## config.mk

```make
export PLATFORM = sky130hd
export DESIGN_NAME = gate_check_sequencer
export DESIGN_NICKNAME = d
export VERILOG_FILES = /design/src/rtl/gate_check_sequencer.sv
export SDC_FILE = /design/constraint.sdc
export NUM_CORES = 1
export LEC_CHECK = 0
export ABC_AREA = 0
export ABC_CLOCK_PERIOD_IN_PS = 2000
export CELL_PAD_IN_SITES_DETAIL_PLACEMENT = 1
export CELL_PAD_IN_SITES_GLOBAL_PLACEMENT = 1
export CORE_ASPECT_RATIO = 1.75
export CORE_UTILIZATION = 45
export DETAILED_ROUTE_END_ITERATION = 10
export DONT_BUFFER_PORTS = 1
export HOLD_SLACK_MARGIN = 0.02
export PLACE_DENSITY = 0.84
export SYNTH_ARGS = -nofsm -noshare
export SYNTH_HDL_FRONTEND = slang
export SYNTH_SLANG_ARGS = --single-unit
```

## constraint.sdc

```tcl
create_clock -name clk -period 2 [get_ports clk]
set_input_delay 0.4 -clock clk [delete_from_list [all_inputs] [get_ports clk]]
set_output_delay 0.4 -clock clk [all_outputs]
set_load 0.05 [all_outputs]
```

## src/rtl/gate_check_sequencer.sv

```systemverilog
// Clocked stimulus/compare sequencer for the NAND-built gate cells: walks (in1,in2)
// through four Gray-ordered vectors and checks N_CHECK gate outputs against reference gates.
module gate_check_sequencer #(
    parameter int unsigned SETTLE_CYCLES = 2,
    parameter int unsigned N_CHECK       = 4,
    parameter int unsigned CNT_W         = 8
) (
    input  logic               clk,
    input  logic               rst_n,
    input  logic               start,
    input  logic [N_CHECK-1:0] dut_out,
    input  logic [N_CHECK-1:0] ref_out,
    output logic               in1,
    output logic               in2,
    output logic [1:0]         vec_idx,
    output logic               busy,
    output logic               done,
    output logic               pass,
    output logic               err_pulse,
    output logic [N_CHECK-1:0] fail_mask,
    output logic [CNT_W-1:0]   fail_count
);

    // A settle window of zero still needs one cycle for the vector to propagate.
    localparam int unsigned S_EFF = (SETTLE_CYCLES == 0) ? 1 : SETTLE_CYCLES;
    localparam int unsigned SET_W = (S_EFF > 1) ? $clog2(S_EFF) : 1;
    localparam logic [SET_W-1:0] SET_LAST = SET_W'(S_EFF - 1);
    localparam logic [CNT_W-1:0] CNT_MAX  = '1;
    localparam logic [1:0]       VEC_LAST = 2'd3;

    typedef enum logic [1:0] {
        ST_IDLE    = 2'd0,
        ST_SETTLE  = 2'd1,
        ST_COMPARE = 2'd2,
        ST_DONE    = 2'd3
    } state_t;

    state_t             r_state, w_state_nxt;
    logic [SET_W-1:0]   r_settle_cnt, w_settle_cnt_nxt;
    logic               r_in1, w_in1_nxt;
    logic               r_in2, w_in2_nxt;
    logic [1:0]         r_vec_idx, w_vec_idx_nxt;
    logic               r_busy, w_busy_nxt;
    logic               r_done, w_done_nxt;
    logic               r_pass, w_pass_nxt;
    logic               r_err_pulse, w_err_pulse_nxt;
    logic [N_CHECK-1:0] r_fail_mask, w_fail_mask_nxt;
    logic [CNT_W-1:0]   r_fail_count, w_fail_count_nxt;

    logic [N_CHECK-1:0] w_mismatch;
    logic [N_CHECK-1:0] w_mask_acc;
    logic [1:0]         w_vec_step;

    // Gray-ordered vector table: returns {in1, in2} for index k.
    function automatic logic [1:0] vec_bits(input logic [1:0] k);
        return {k[0] ^ k[1], k[1]};
    endfunction

    // Case inequality so that X/Z on either side is reported as a mismatch.
    always_comb begin
        w_mismatch = '0;
        for (int unsigned i = 0; i < N_CHECK; i++) begin
            w_mismatch[i] = (dut_out[i] !== ref_out[i]);
        end
    end

    assign w_mask_acc = r_fail_mask | w_mismatch;
    assign w_vec_step = r_vec_idx + 2'd1;

    always_comb begin
        w_state_nxt      = r_state;
        w_settle_cnt_nxt = r_settle_cnt;
        w_in1_nxt        = r_in1;
        w_in2_nxt        = r_in2;
        w_vec_idx_nxt    = r_vec_idx;
        w_busy_nxt       = r_busy;
        w_done_nxt       = 1'b0;
        w_pass_nxt       = r_pass;
        w_err_pulse_nxt  = 1'b0;
        w_fail_mask_nxt  = r_fail_mask;
        w_fail_count_nxt = r_fail_count;

        case (r_state)
            ST_IDLE: begin
                if (start) begin
                    w_state_nxt              = ST_SETTLE;
                    w_settle_cnt_nxt         = '0;
                    w_vec_idx_nxt            = 2'd0;
                    {w_in1_nxt, w_in2_nxt}   = vec_bits(2'd0);
                    w_busy_nxt               = 1'b1;
                    w_pass_nxt               = 1'b0;
                    w_fail_mask_nxt          = '0;
                    w_fail_count_nxt         = '0;
                end
            end

            ST_SETTLE: begin
                if (r_settle_cnt == SET_LAST) begin
                    w_state_nxt = ST_COMPARE;
                end else begin
                    w_settle_cnt_nxt = r_settle_cnt + SET_W'(1);
                end
            end

            ST_COMPARE: begin
                w_fail_mask_nxt = w_mask_acc;
                if (|w_mismatch) begin
                    w_err_pulse_nxt = 1'b1;
                    if (r_fail_count != CNT_MAX) begin
                        w_fail_count_nxt = r_fail_count + CNT_W'(1);
                    end
                end
                if (r_vec_idx != VEC_LAST) begin
                    w_state_nxt            = ST_SETTLE;
                    w_settle_cnt_nxt       = '0;
                    w_vec_idx_nxt          = w_vec_step;
                    {w_in1_nxt, w_in2_nxt} = vec_bits(w_vec_step);
                end else begin
                    // Verdict must include the compare happening on this same edge.
                    w_state_nxt = ST_DONE;
                    w_done_nxt  = 1'b1;
                    w_busy_nxt  = 1'b0;
                    w_pass_nxt  = (w_mask_acc == '0);
                end
            end

            ST_DONE: begin
                w_state_nxt   = ST_IDLE;
                w_vec_idx_nxt = 2'd0;
                w_in1_nxt     = 1'b0;
                w_in2_nxt     = 1'b0;
            end

            default: begin
                w_state_nxt = ST_IDLE;
            end
        endcase
    end

    always_ff @(posedge clk or negedge rst_n) begin
        if (!rst_n) begin
            r_state      <= ST_IDLE;
            r_settle_cnt <= '0;
            r_in1        <= 1'b0;
            r_in2        <= 1'b0;
            r_vec_idx    <= 2'd0;
            r_busy       <= 1'b0;
            r_done       <= 1'b0;
            r_pass       <= 1'b0;
            r_err_pulse  <= 1'b0;
            r_fail_mask  <= '0;
            r_fail_count <= '0;
        end else begin
            r_state      <= w_state_nxt;
            r_settle_cnt <= w_settle_cnt_nxt;
            r_in1        <= w_in1_nxt;
            r_in2        <= w_in2_nxt;
            r_vec_idx    <= w_vec_idx_nxt;
            r_busy       <= w_busy_nxt;
            r_done       <= w_done_nxt;
            r_pass       <= w_pass_nxt;
            r_err_pulse  <= w_err_pulse_nxt;
            r_fail_mask  <= w_fail_mask_nxt;
            r_fail_count <= w_fail_count_nxt;
        end
    end

    assign in1        = r_in1;
    assign in2        = r_in2;
    assign vec_idx    = r_vec_idx;
    assign busy       = r_busy;
    assign done       = r_done;
    assign pass       = r_pass;
    assign err_pulse  = r_err_pulse;
    assign fail_mask  = r_fail_mask;
    assign fail_count = r_fail_count;

endmodule
```

# Word-level counts from Yosys, hierarchy flattened
# Cells that the tools add are included.
# W data, S select, Z words.
# word_totals
register_bits	23
input_bits	11
output_inout_bits	20
# classes
add_sub_neg	3
n_eq_ne	15
muxes	30
n_bitwise	2
reduce_logical	12
# ops
op	n
$mux W8	3
$pmux W8 S2	1
$ne A2 B2 Y1 const B	7
$mux W1	12
$mux W2	5
$pmux W1 S3	3
$reduce_and A3 Y1	3
$add A8 B1 Y8 const B	1
$ne A8 B8 Y1 const B	1
$pmux W2 S4	1
$pmux W4 S2	1
$pmux W2 S3	1
$reduce_bool A3 Y1	2
$eq A2 B2 Y1 const B	2
$logic_not A4 Y1	1
$mux W4	1
$nex A1 B1 Y1	4
$or A4 B4 Y4	1
$pmux W1 S2	2
$reduce_and A2 Y1	2
$reduce_and A4 Y1	1
$reduce_or A4 Y1	1
$add A2 B1 Y2 const B	1
$eq A2 B1 Y1 const B	1
other kinds (4)	4

# Depth between registers and ports, before layout
# depth
word_depth	5
depth_mapped	6
mapped_depth_nobuf	5

# Worst setup path after synthesis
# No wires, ideal clock.
# synth_timing
path_type	register to register
start	register r_fail_count[0] (netlist: fail_count[0])
end	register r_fail_count[2] (netlist: fail_count[2])
setup_ps	65
arrival_ps	1738
required_time_ps	1935
path_slack_ps	196
path_stages_with_launch	6
n_path_buf	0
period_less_slack_ps	1804
path_cell_list	dfrtp_1 -> ha_1 -> and4_1 -> nand2_1 -> a311oi_1 -> a31o_1
# synth_between
elab_chain_cells	4
word_cells_on_any_way	7
classes_between	add/sub: 1; eq/ne: 2; mux: 3; reduce/logical: 1
# synth_rtl
element	line	rtl
from (decl)	48	logic [CNT_W-1:0] r_fail_count, w_fail_count_nxt;
from (signal assigned)	164	r_fail_count <= w_fail_count_nxt;
$add A8 B1 Y8	110	w_fail_count_nxt = r_fail_count + CNT_W'(1);
$mux W8	109	if (r_fail_count != CNT_MAX) begin
$mux W8	107	if (|w_mismatch) begin
$pmux W8 S2	83	case (r_state)
# Several ways; a longest one is shown, not always the timed one. The select of a mux whose other input is x is not followed.
# A chain may end at the register's enable or synchronous reset.

# Worst setup path after layout
# layout_timing
start	register r_fail_count[1] (netlist: fail_count[1])
end	register r_fail_count[2] (netlist: fail_count[2])
# Same word-level chain as after synthesis.

==> results.sh <==
export IMPL_nets=152
export IMPL_drv_slew=0
export IMPL_powerDensity_nw_per_um2=1480
export IMPL_syn_area_um2=1180
export IMPL_clk_path_buf_depth=2
export IMPL_dr_pass1_iters=5
export IMPL_p_clk_share_pct=16.0
export IMPL_ant_nets=0
export IMPL_setup_violations=0
export IMPL_worstPathArrival_ns=1.89
export IMPL_min_period_ns=1.69
export IMPL_critical_path_required_ns=2.20
export IMPL_track_usage_pct=25.3
export IMPL_synth_cells=125
export IMPL_diodes=0
export IMPL_grtUsageMet2_pct=44.1
export IMPL_reg2reg_from="fail_count[1]$_DFFE_PN0P_"
export IMPL_cpLargestDelayFamily="simple AND/OR/NAND/NOR gates"
export IMPL_hpwl_um=2360
export IMPL_p_sw_share_pct=47.7
export IMPL_place_gp_congestion=0.822
export IMPL_critical_path_max_stage_delay_ns=0.36
export IMPL_p_int_mw=1.04
export IMPL_post_drt_via_cell_ratio=6.29
export IMPL_tns_ns=0
export IMPL_synth_flop_cell="dfrtp_1"
export IMPL_met3_usage_pct=3.21
export IMPL_path_cells="ha_1 -> and4_1 -> nand2_1 -> a311oi_1 -> a31o_1"
export IMPL_fp_row_count=24
export IMPL_dp_cells=159
export IMPL_wire_per_inst_um=18.7
export IMPL_drc=0
export IMPL_fin_worst_skew_ns=0.00256
export IMPL_fin_cells=164
export IMPL_final_hold_violation_count=0
export IMPL_start_kind="register"
export IMPL_leakagePower_nw=0.638
export IMPL_slowest_stage="dfrtp_1"
export IMPL_power_frac_comb_pct=45.5
export IMPL_vias=1031
export IMPL_wl_um=3070
export IMPL_antenna_found_initial=0
export IMPL_cts_root_buf="clkbuf_8"
export IMPL_rrSetupSlack_ns=0.31
export IMPL_synth_warnings=0
export IMPL_gr_usage_met1_pct=26.8
export IMPL_ys_async_sr_fraction_pct=100
export IMPL_fin_crit_sh_pct=84.6
export IMPL_start_util_pct=47.4
export IMPL_startpoint="fail_count[1]$_DFFE_PN0P_"
export IMPL_crit_path_end_kind="register"
export IMPL_rsz0062_at_grt="no"
export IMPL_slew_headroom_pct=33.8
export IMPL_clk_pin_slew_ns=0.08
export IMPL_drive_above_1_share_pct=16.7
export IMPL_maxCapViolCount=0
export IMPL_core_area_um2=2490
export IMPL_yosysSeqAreaShare_pct=46.6
export IMPL_syn_nets=138
export IMPL_clock_latency_ns=0.26
export IMPL_cts_sinks=22
export IMPL_fillCellCount=299
export IMPL_gr_total_overflow=0
export IMPL_synth_edf_count=0
export IMPL_area_growth_pct=13.9
export IMPL_r2r_cells=5
export IMPL_max_freq_mhz=591
export IMPL_port_buffers=0
export IMPL_hold_end="r_settle_cnt$_DFFE_PN0P_"
export IMPL_drt_initial_drc_count=29
export IMPL_crit_buf_inv=0
export IMPL_hold_start="start"
export IMPL_r2r_end="fail_count[2]$_DFFE_PN0P_"
export IMPL_outcome="completed"
export IMPL_cts_resized=0
export IMPL_worstMarginPinSlew_ns=0.990
export IMPL_power_switching_mw=0.952
export IMPL_power_frac_seq_pct=38.5
export IMPL_grt_pass1_vias=1074
export IMPL_tritoncts="yes"
export IMPL_worstHoldPathCells=3
export IMPL_grt_pass1_wl_um=5000
export IMPL_busiest_layer="met2"
export IMPL_crit_type="register to register"
export IMPL_die_width_um=40.8
export IMPL_vdd_ir_drop_max_mv=0.932
export IMPL_cts_max_level=1
export IMPL_fp_dieH_um=69.8
export IMPL_cts_made_buffers=3
export IMPL_grt_max_degree=23
export IMPL_dieArea_um2=2840
export IMPL_synth_distinct_cells=37
export IMPL_avgSynthCellArea_um2=9.46
export IMPL_hp_class="input port to register"
export IMPL_critical_path_peak_fanout=5
export IMPL_ios=31
export IMPL_synth_seq_cells=22
[flip-flops by register name, summed over array words and instances, names as in the netlist]
signal and count:
fail_mask 4, busy 1, vec_idx 2, r_settle_cnt 1, r_state 2, fail_count 8, done 1, pass 1
err_pulse 1, in1 1
[repair_timing]
| action | in CTS | in global routing |
|---|---|---|
| hold buffers | 1 | 0 |
| buffers inserted | 0 | 0 |
| hold endpoints to repair | 22 | 0 |
[worst min-delay path: stages]
cell and delay, ns:
nand2b_1 0.04, a21oi_1 0.14, a21oi_1 0.05
[cell usage in the layout (no fill, tap or decap), types with 2 or more instances in the layout]
cell      count
a31oi_1       2
nand2b_1      4
inv_1         2
o22ai_1       3
o21ai_0       6
a41oi_1       2
nand3_1       7
nand2_1      21
a21oi_1       5
xnor2_1       4
nor2_1       12
buf_4        16
nand4_1       2
or3b_1        2
a31o_1        2
mux2i_1       2
xor2_1        2
dfrtp_1      22
clkbuf_8      4
ha_1          2
[power groups by stage]
stage / clock [mW] / combinational [mW] / sequential (mW)
after floorplan: 0 / 0.519 / 0.935
after global placement: 0 / 0.861 / 0.764
after detailed placement: 0 / 0.897 / 0.779
after CTS: 0.327 / 0.917 / 0.769
after global routing: 0.346 / 0.981 / 0.789
final: 0.319 / 0.907 / 0.768
[per-layer routing]
metal | wire length (um) | vias up
met1 | 1110 | 525
li1 | - | 467
met2 | 1770 | 31
met3 | 113 | 8
met4 | 72 | 0
met5 | 0 | -
[Yosys cell counts (all sizes together), types with 2 or more instances]
cell    number  area [um^2]
xor2         2         17.5
a31oi        3         25.0
a31o         2         17.5
xnor2        4         35.0
nand2b       4         25.0
and3         2         17.5
nand2       21         78.8
buf          5         42.5
ha           2         25.0
nor2        12         45.0
a41oi        3         33.8
mux2i        2         20.0
nand4        2         12.5
or3b         2         17.5
a21oi        5         25.0
o21ai        6         30.0
o22ai        3         18.8
dfrtp       22          551
clkbuf       3         11.3
inv          2         7.51
nand3        7         35.0
[final cells by class]
type / instances / area (um^2) / share of cell area [%]
well taps: 26 / 32.5 / 2.42
flip-flops and latches: 22 / 551 / 40.9
repair buffers: 17 / 130 / 9.67
multi-input cells: 93 / 571 / 42.4
clock buffers: 4 / 55.1 / 4.09
inverters: 2 / 7.51 / 0.558
[cell families after synthesis]
logic type | synth area share (%)
AND/OR/NAND/NOR | 22.2
AO/OA/AOI/OAI | 17.8
flip-flops | 46.6
buffers and inverters | 5.18
XOR/XNOR | 4.44
multiplexers | 1.69
adder cells (fa/ha/maj) | 2.12
[stage by stage]
step	util [%]	setup slack [ns]	hold slack, ns	total power [mW]	instance area, um^2
floorplan	-	0.196	0.104	1.45	1180
global placement	51.4	0.486	0.105	1.62	1280
detailed placement	51.4	0.320	0.105	1.68	1280
CTS	54.0	0.308	0.408	2.01	1350
global route	54.0	0.263	0.399	2.12	1350
finish	54.0	0.308	0.412	1.99	1350
[worst max-delay path by stage]
stage / endpoint / slack [ns] / cells past startpoint
after floorplan: fail_count[2]$_DFFE_PN0P_ / 0.20 / 5
after global routing: fail_count[3]$_DFFE_PN0P_ / 0.26 / 4
after detailed placement: fail_count[2]$_DFFE_PN0P_ / 0.32 / 5
after CTS: fail_count[2]$_DFFE_PN0P_ / 0.31 / 5
final: fail_count[2]$_DFFE_PN0P_ / 0.31 / 5
after global placement: fail_count[0]$_DFFE_PN0P_ / 0.49 / 4
No activity file was read; power rests on OpenSTA's default activity.
